==> config.mk <==
export PLATFORM = sky130hd
export DESIGN_NAME = serial_pattern_tx
export DESIGN_NICKNAME = d
export VERILOG_FILES = /design/src/rtl/serial_pkg.sv /design/src/rtl/serial_pattern_model.sv /design/src/rtl/serial_pattern_tx.sv
export SDC_FILE = /design/constraint.sdc
export NUM_CORES = 1
export LEC_CHECK = 0
export CAP_MARGIN = 40
export CELL_PAD_IN_SITES_DETAIL_PLACEMENT = 1
export CELL_PAD_IN_SITES_GLOBAL_PLACEMENT = 1
export CORE_ASPECT_RATIO = 0.8
export CORE_UTILIZATION = 43
export DETAILED_ROUTE_END_ITERATION = 12
export GPL_TIMING_DRIVEN = 1
export PLACE_DENSITY = 0.93
export SLEW_MARGIN = 20
export SYNTH_ARGS = -nofsm -noshare
export SYNTH_HDL_FRONTEND = slang
export SYNTH_SLANG_ARGS = --single-unit
==> constraint.sdc <==
create_clock -name clock -period 3.6 [get_ports clock]
set_clock_uncertainty 0.05 [all_clocks]
set_input_delay 0.54 -clock clock [delete_from_list [all_inputs] [get_ports clock]]
set_output_delay 0.54 -clock clock [all_outputs]
set_load 0.02 [all_outputs]
==> src/rtl/serial_pkg.sv <==
// serial_pkg: shared FSM states, detector patterns and detector output codes
// for the serial pattern transmitter and its detector reference model.
package serial_pkg;
    typedef enum logic {IDLE, SHIFT} state_t;
    localparam logic [2:0] PAT_A = 3'b111;
    localparam logic [2:0] PAT_B = 3'b001;
    localparam logic [1:0] MATCH = 2'b10;
    localparam logic [1:0] NO_MATCH = 2'b00;
endpackage

==> src/rtl/serial_pattern_model.sv <==
// serial_pattern_model: reference 3-bit-window detector (111 / 001) with a
// saturating match counter; the window persists across word boundaries.
module serial_pattern_model
    import serial_pkg::*;
(
    input  logic       clock,
    input  logic       reset,
    input  logic       bit_in,
    input  logic       bit_valid,
    output logic [1:0] exp,
    output logic [7:0] match_cnt
);
    logic [2:0] window;
    logic [2:0] next_win;
    logic       hit;

    assign next_win = {window[1:0], bit_in};
    assign hit = (next_win == PAT_A) || (next_win == PAT_B);

    always_ff @(posedge clock or posedge reset) begin
        if (reset) begin
            window    <= '0;
            exp       <= NO_MATCH;
            match_cnt <= '0;
        end else if (bit_valid) begin
            window <= next_win;
            exp    <= hit ? MATCH : NO_MATCH;
            if (hit && match_cnt != 8'hFF)
                match_cnt <= match_cnt + 8'd1;
        end
    end
endmodule

==> src/rtl/serial_pattern_tx.sv <==
// serial_pattern_tx: MSB-first parallel-to-serial transmitter with gapless
// back-to-back words; SERIAL_PATTERN_MODEL_EN adds the detector reference model.
module serial_pattern_tx
    import serial_pkg::*;
#(
    parameter int   WIDTH      = 10,
    parameter int   LEN_W      = $clog2(WIDTH + 1),
    parameter logic IDLE_LEVEL = 1'b0
) (
    input  logic             clock,
    input  logic             reset,
    input  logic             load_valid,
    output logic             load_ready,
    input  logic [WIDTH-1:0] load_data,
    input  logic [LEN_W-1:0] load_len,
    output logic             o,
    output logic             o_valid,
    output logic             busy,
    output logic             done
`ifdef SERIAL_PATTERN_MODEL_EN
    ,
    output logic [1:0]       exp,
    output logic [7:0]       match_cnt
`endif
);
    state_t           state, state_n;
    logic [WIDTH-1:0] sreg, sreg_n, aligned;
    logic [LEN_W-1:0] cnt, cnt_n, eff_len;
    logic             o_n, valid_n, done_n, accept;

    // Left-justify the word so the first bit to send always sits at the MSB.
    assign eff_len = (load_len == '0 || load_len > LEN_W'(WIDTH)) ? LEN_W'(WIDTH) : load_len;
    assign aligned = load_data << (LEN_W'(WIDTH) - eff_len);
    assign load_ready = (state == IDLE) || (cnt == LEN_W'(1));
    assign accept = load_valid && load_ready;
    assign busy = (state == SHIFT);

    always_comb begin
        state_n = state;
        sreg_n  = sreg;
        cnt_n   = cnt;
        o_n     = IDLE_LEVEL;
        valid_n = 1'b0;
        done_n  = 1'b0;
        if (accept) begin
            state_n = SHIFT;
            o_n     = aligned[WIDTH-1];
            sreg_n  = aligned << 1;
            cnt_n   = eff_len;
            valid_n = 1'b1;
            done_n  = (eff_len == LEN_W'(1));
        end else if (state == SHIFT && cnt > LEN_W'(1)) begin
            o_n     = sreg[WIDTH-1];
            sreg_n  = sreg << 1;
            cnt_n   = cnt - LEN_W'(1);
            valid_n = 1'b1;
            done_n  = (cnt == LEN_W'(2));
        end else if (state == SHIFT) begin
            state_n = IDLE;
            sreg_n  = '0;
            cnt_n   = '0;
        end
    end

    always_ff @(posedge clock or posedge reset) begin
        if (reset) begin
            state   <= IDLE;
            sreg    <= '0;
            cnt     <= '0;
            o       <= IDLE_LEVEL;
            o_valid <= 1'b0;
            done    <= 1'b0;
        end else begin
            state   <= state_n;
            sreg    <= sreg_n;
            cnt     <= cnt_n;
            o       <= o_n;
            o_valid <= valid_n;
            done    <= done_n;
        end
    end

`ifdef SERIAL_PATTERN_MODEL_EN
    serial_pattern_model u_model (
        .clock     (clock),
        .reset     (reset),
        .bit_in    (o),
        .bit_valid (o_valid),
        .exp       (exp),
        .match_cnt (match_cnt)
    );
`endif
endmodule
==> results.sh, run 1 <==
export IMPL_synthArstFlopShare=1.00
export IMPL_finalSetupViolCount=0
export IMPL_hold_path_class="reg2reg"
export IMPL_cts_tree="built"
export IMPL_pwr_share_clk=0.135
export IMPL_yosysTopAreaCellShare=0.290
export IMPL_synth_edf_count=0
export IMPL_vdd_drop_max_mv=0.381
export IMPL_htreeDepth=1
export IMPL_grt_pass1_vias=1490
export IMPL_finalHoldViolCount=0
export IMPL_cts_made_buffers=3
export IMPL_drt_initial_drc_count=110
export IMPL_synth_ff_type="dfrtp_1"
export IMPL_path_class="in2reg"
export IMPL_postRouteAntennaNets=0
export IMPL_slew_viol_final=0
export IMPL_num_vias=1471
export IMPL_dpl_cell_area_mm2=0.00163
export IMPL_cts_buffer_depth=2
export IMPL_vias_per_cell=6.40
export IMPL_power_frac_seq=0.333
export IMPL_tightest_slew_ns=0.763
export IMPL_max_cap_violations=0
export IMPL_core_area_mm2=0.00318
export IMPL_grt_overflow_total=0
export IMPL_synth_top_cell_by_area="dfrtp_1"
export IMPL_place_hpwl_mm=3.56
export IMPL_grt_pass1_wl_mm=7.47
export IMPL_io_pin_count=22
export IMPL_avgSynthCellArea_um2=8.30
export IMPL_dieArea_mm2=0.00366
export IMPL_yosys_top_cells_count="17 x dfrtp_1, 17 x nor2_1, 14 x nand2_1"
export IMPL_netlist_area_mm2=0.00147
export IMPL_n_fill_cell=392
export IMPL_root_buffer="clkbuf_8"
export IMPL_cts_setup_buffers=0
export IMPL_arrival_ns=2.82
export IMPL_synth_area_leaders="dfrtp_1 29%, nor2_1 4.3%, buf_6 3.8%, a21oi_1 3.7%, nand2_1 3.6%"
export IMPL_antenna_cells=0
export IMPL_ys_warn_count=0
export IMPL_required_ns=3.68
export IMPL_drc=0
export IMPL_p_int_uw=592
export IMPL_r2r_slack_ns=1.49
export IMPL_timing_fmax_ghz=0.365
export IMPL_routed_wirelength_mm=4.57
export IMPL_p_sw_frac=0.435
export IMPL_clk_pin_slew_ns=0.06
export IMPL_status="complete, no violations"
export IMPL_die_x_um=67.3
export IMPL_critPathMaxFanout=22
export IMPL_setup_tns_ns=0
export IMPL_total_power_mw=1.05
export IMPL_grt_max_degree=23
export IMPL_rsz0062_at_grt="no"
export IMPL_ys_seq_elements=17
export IMPL_p_sw_uw=456
export IMPL_endpoint_kind="flip-flop"
export IMPL_worstSetupStartpointType="primary input"
export IMPL_drt_pre_antenna_iters=4
export IMPL_fin_nets=211
export IMPL_syn_inst=177
export IMPL_fin_crit_sh=0.762
export IMPL_hold_buffers=0
export IMPL_post_route_cells_drive_above_1_share=0.0842
export IMPL_p_comb_frac=0.532
export IMPL_insertion_delay_ns=0.25
export IMPL_fin_area_mm2=0.00168
export IMPL_dieHeight_um=54.3
export IMPL_antenna_found_initial=0
export IMPL_slew_headroom=0.490
export IMPL_synth_seq_area_share=0.290
export IMPL_leakage_nw=0.682
export IMPL_routedWlPerCell_um=19.9
export IMPL_period_needed_ns=2.74
export IMPL_clock_sinks=17
export IMPL_powerDensity_mw_per_mm2=624
export IMPL_start_util=0.463
export IMPL_grt_usage=0.282
export IMPL_post_cts_resized=0
export IMPL_synth_cell_types=60
export IMPL_portBuffers=21
export IMPL_syn_to_final_growth_pct=14.4
export IMPL_globalplace_congestion=0.972
export IMPL_syn_nets=197
export IMPL_num_rows=18
-- flip-flops by register name (all words and copies together), names as in the netlist --
register	flops
busy	1
cnt	4
done	1
o	1
o_valid	1
sreg	9
-- cell type report --
class	count	area (um2)	share of cell area
clock buffers	4	45.0	0.0268
inverters	10	37.5	0.0223
multi-input cells	137	905	0.538
flip-flops and latches	17	425	0.253
well taps	40	50.0	0.0298
repair buffers	22	218	0.130
-- kinds of logic after synthesis --
| family | Yosys count | share of synthesized area |
|---|---|---|
| fa+ha+maj | 3 | 0.0256 |
| compound gates | 67 | 0.344 |
| flops | 17 | 0.290 |
| buf+inv | 23 | 0.0945 |
| xor+xnor | 4 | 0.0239 |
| simple gates | 63 | 0.222 |
-- cells in the final DEF (no fill, tap or decap), drive strengths merged, types with 3 or more instances in the layout --
cell type and instances:
nor3 4, nand2 14, nand3 6, a211oi 3
o2bb2ai 3, nor2 18, clkdlybuf4s50 21, dfrtp 17
a221oi 3, inv 10, ha 3, o221ai 4
nor2b 4, a21oi 12, a21boi 4, o21ai 12
clkbuf 4, o22ai 4
-- power groups by stage --
stage / Combinational [mW] / Sequential (mW) / Clock, mW
after floorplan: 0.419 / 0.339 / 0
after global placement: 0.518 / 0.340 / 0
after detailed placement: 0.551 / 0.352 / 0
after CTS: 0.554 / 0.349 / 0.146
after global routing: 0.612 / 0.359 / 0.153
final: 0.557 / 0.349 / 0.142
-- per-stage QoR --
step	utilization	hold slack, ns	cells	setup WS (ns)
floorplan	-	0.401	177	1.75
global placement	0.513	0.441	225	0.805
detailed placement	0.513	0.443	225	0.634
CTS	0.527	0.462	229	0.890
global route	0.529	0.498	230	0.717
finish	0.529	0.461	230	0.857
-- path summary, 6_finish.rpt --
check | startpoint | to | cells after the start
worst max register to register | cnt[1] | sreg[8] | 7
max in group asynchronous | reset | sreg[3] | 2
min in group asynchronous | reset | o_valid | 2
worst min register to register | sreg[1] | sreg[1] | 2
worst min-delay path | sreg[1] | sreg[1] | 2
worst max-delay path | load_len[1] | o | 6
-- routing by layer --
layer  wire length (um)  vias to the layer above  global-route usage  share of wire
met5                  0                        -                   0              0
met4                 52                        0              0.0532          0.011
met3                249                        6              0.0583          0.054
met2               2300                       48               0.503           0.50
met1               1970                      728               0.355           0.43
li1                   -                      689                   -              -
-- critical path, stage by stage --
cell             delay (ns)
clkdlybuf4s50_1        0.96
o21ai_0                0.34
and2_1                 0.29
o311a_1                0.38
nor3b_1                0.22
a211oi_1               0.08
Power figures use the tool's default switching activity.
==> inputs of run 2 (changes only) <==
--- a/config.mk
+++ b/config.mk
@@ -9,10 +9,10 @@
 export CELL_PAD_IN_SITES_DETAIL_PLACEMENT = 1
 export CELL_PAD_IN_SITES_GLOBAL_PLACEMENT = 1
 export CORE_ASPECT_RATIO = 0.8
-export CORE_UTILIZATION = 43
+export CORE_UTILIZATION = 40
 export DETAILED_ROUTE_END_ITERATION = 12
 export GPL_TIMING_DRIVEN = 1
-export PLACE_DENSITY = 0.93
+export PLACE_DENSITY = 0.88
 export SLEW_MARGIN = 20
 export SYNTH_ARGS = -nofsm -noshare
 export SYNTH_HDL_FRONTEND = slang
==> constraint.sdc (replaced) <==
create_clock -name clock -period 2.8 [get_ports clock]
set_clock_uncertainty 0.05 [all_clocks]
set_input_delay 0.42 -clock clock [delete_from_list [all_inputs] [get_ports clock]]
set_output_delay 0.42 -clock clock [all_outputs]
set_load 0.02 [all_outputs]
==> results.sh, run 2 (same netlist as run 1, synthesis figures left out) <==
export IMPL_status="complete, no violations"
export IMPL_fin_util=0.494
export IMPL_slew_viol_final=0
export IMPL_required_ns=2.33
export IMPL_num_rows=19
export IMPL_core_area_mm2=0.00347
export IMPL_io_pin_count=22
export IMPL_place_hpwl_mm=3.70
export IMPL_dieArea_mm2=0.00392
export IMPL_path_class="reg2out"
export IMPL_grt_overflow_total=0
export IMPL_worstSetupStartpointType="flip-flop"
export IMPL_slew_headroom=0.556
export IMPL_grt_max_degree=18
export IMPL_seq_area_um2=425
export IMPL_largest_reg_flops=9
export IMPL_arrival_ns=2.03
export IMPL_max_cap_violations=0
export IMPL_timing_fmax_ghz=0.401
export IMPL_finalSetupViolCount=0
export IMPL_finalHoldWorstSlack_ns=0.476
export IMPL_insertion_delay_ns=0.26
export IMPL_post_cts_resized=0
export IMPL_die_x_um=69.8
export IMPL_rsz0062_at_grt="no"
export IMPL_multi_input_area_um2=905
export IMPL_leakage_nw=0.701
export IMPL_fin_nets=215
export IMPL_pre_cts_slack_ns=0.216
export IMPL_mostFrequentLayoutCell="clkdlybuf4s50_1"
export IMPL_syn_to_final_growth_pct=16.6
export IMPL_met2_usage=0.379
export IMPL_start_util=0.423
export IMPL_antenna_cells=0
export IMPL_grt_usage=0.254
export IMPL_drt_initial_drc_count=91
export IMPL_post_route_cells_drive_above_1_share=0.103
export IMPL_num_vias=1491
export IMPL_dieHeight_um=56.2
export IMPL_finalHoldViolCount=0
export IMPL_hold_path_class="reg2reg"
export IMPL_htreeDepth=1
export IMPL_routedWlPerCell_um=19.5
export IMPL_setup_tns_ns=0
export IMPL_cpPeakStageDelay_ns=0.59
export IMPL_globalplace_congestion=0.908
export IMPL_drc=0
export IMPL_cp_cell_sequence="inv_1 > ha_1 > or3b_4 > nand2_1 > clkdlybuf4s50_1"
export IMPL_critPathMaxFanout=3
export IMPL_cts_setup_buffers=0
export IMPL_drt_pre_antenna_iters=4
export IMPL_grtUsageMet3=0.0652
export IMPL_portBuffers=21
export IMPL_period_needed_ns=2.50
export IMPL_clk_pin_slew_ns=0.07
export IMPL_vdd_drop_max_mv=0.404
export IMPL_vias_per_cell=6.32
export IMPL_grt_pass1_wl_mm=7.78
export IMPL_grt_pass1_vias=1482
export IMPL_r2r_slack_ns=0.71
export IMPL_crit_slowest_cell="clkdlybuf4s50_1"
export IMPL_cts_buffer_depth=2
export IMPL_hold_buffers=0
export IMPL_worst_slack_ns=0.303
export IMPL_cts_made_buffers=3
export IMPL_antenna_found_initial=0
export IMPL_use_met1=0.363
export IMPL_tightest_slew_ns=0.666
export IMPL_reg_top3="sreg x9, cnt x4"
export IMPL_r2r_cells=7
export IMPL_routed_wirelength_mm=4.61
export IMPL_final_cell_mix="21 x clkdlybuf4s50_1, 17 x nor2_1, 17 x dfrtp_1"
export IMPL_total_power_mw=1.34
export IMPL_postRouteAntennaNets=0
export IMPL_hold_path_cell_count=2
export IMPL_endpoint_kind="output port"
export IMPL_n_fill_cell=432
export IMPL_root_buffer="clkbuf_8"
export IMPL_busiest_layer="met2"
export IMPL_clock_sinks=17
export IMPL_powerDensity_mw_per_mm2=784
export IMPL_cts_tree="built"
export IMPL_fin_crit_sh=0.892
export IMPL_largest_register="sreg"
[run 2: cell types whose count changed in the layout (fill, tap and decap cells not counted), sizes merged]
cell | before | now
buf | 1 | 5
[run 2: path summary, 6_finish.rpt]
path,from,endpoint
setup / recovery,cnt[1],load_ready
hold / removal,sreg[1],sreg[1]
setup reg to reg,cnt[1],sreg[6]
hold reg to reg,sreg[1],sreg[1]
max in group asynchronous,reset,sreg[1]
min in group asynchronous,reset,o_valid
[run 2: power by group]
part	switching [mW]	internal, mW
Clock	0.0831	0.101
Sequential	0.0980	0.350
Combinational	0.395	0.315
Total	0.576	0.766
[run 2: layout make-up]
cell class	count	area share
multi-input combinational	137	0.528
sequential	17	0.248
timing repair buffer	26	0.145
tap	42	0.0307
clock buffer	4	0.0263
inverter	10	0.0219
[run 2: layer usage]
metal	vias to the layer above	wire, um
met1	739	2140
met4	0	76
met3	11	295
met5	-	0
met2	44	2100
li1	697	-
[run 2: per-stage QoR]
step	instance area [um2]	cells
2_1_floorplan	1470	177
3_3_place_gp	1670	232
3_5_place_dp	1670	232
4_1_cts	1710	236
5_1_grt	1710	236
6_report	1710	236
[run 2: critical path: cells and delay by family (launching register included)]
kind / cells / cell delay (ns)
adders and majority gates: 1 / 0.18
buffers and inverters: 2 / 0.70
DFF: 1 / 0.41
and+or+nand+nor: 2 / 0.48
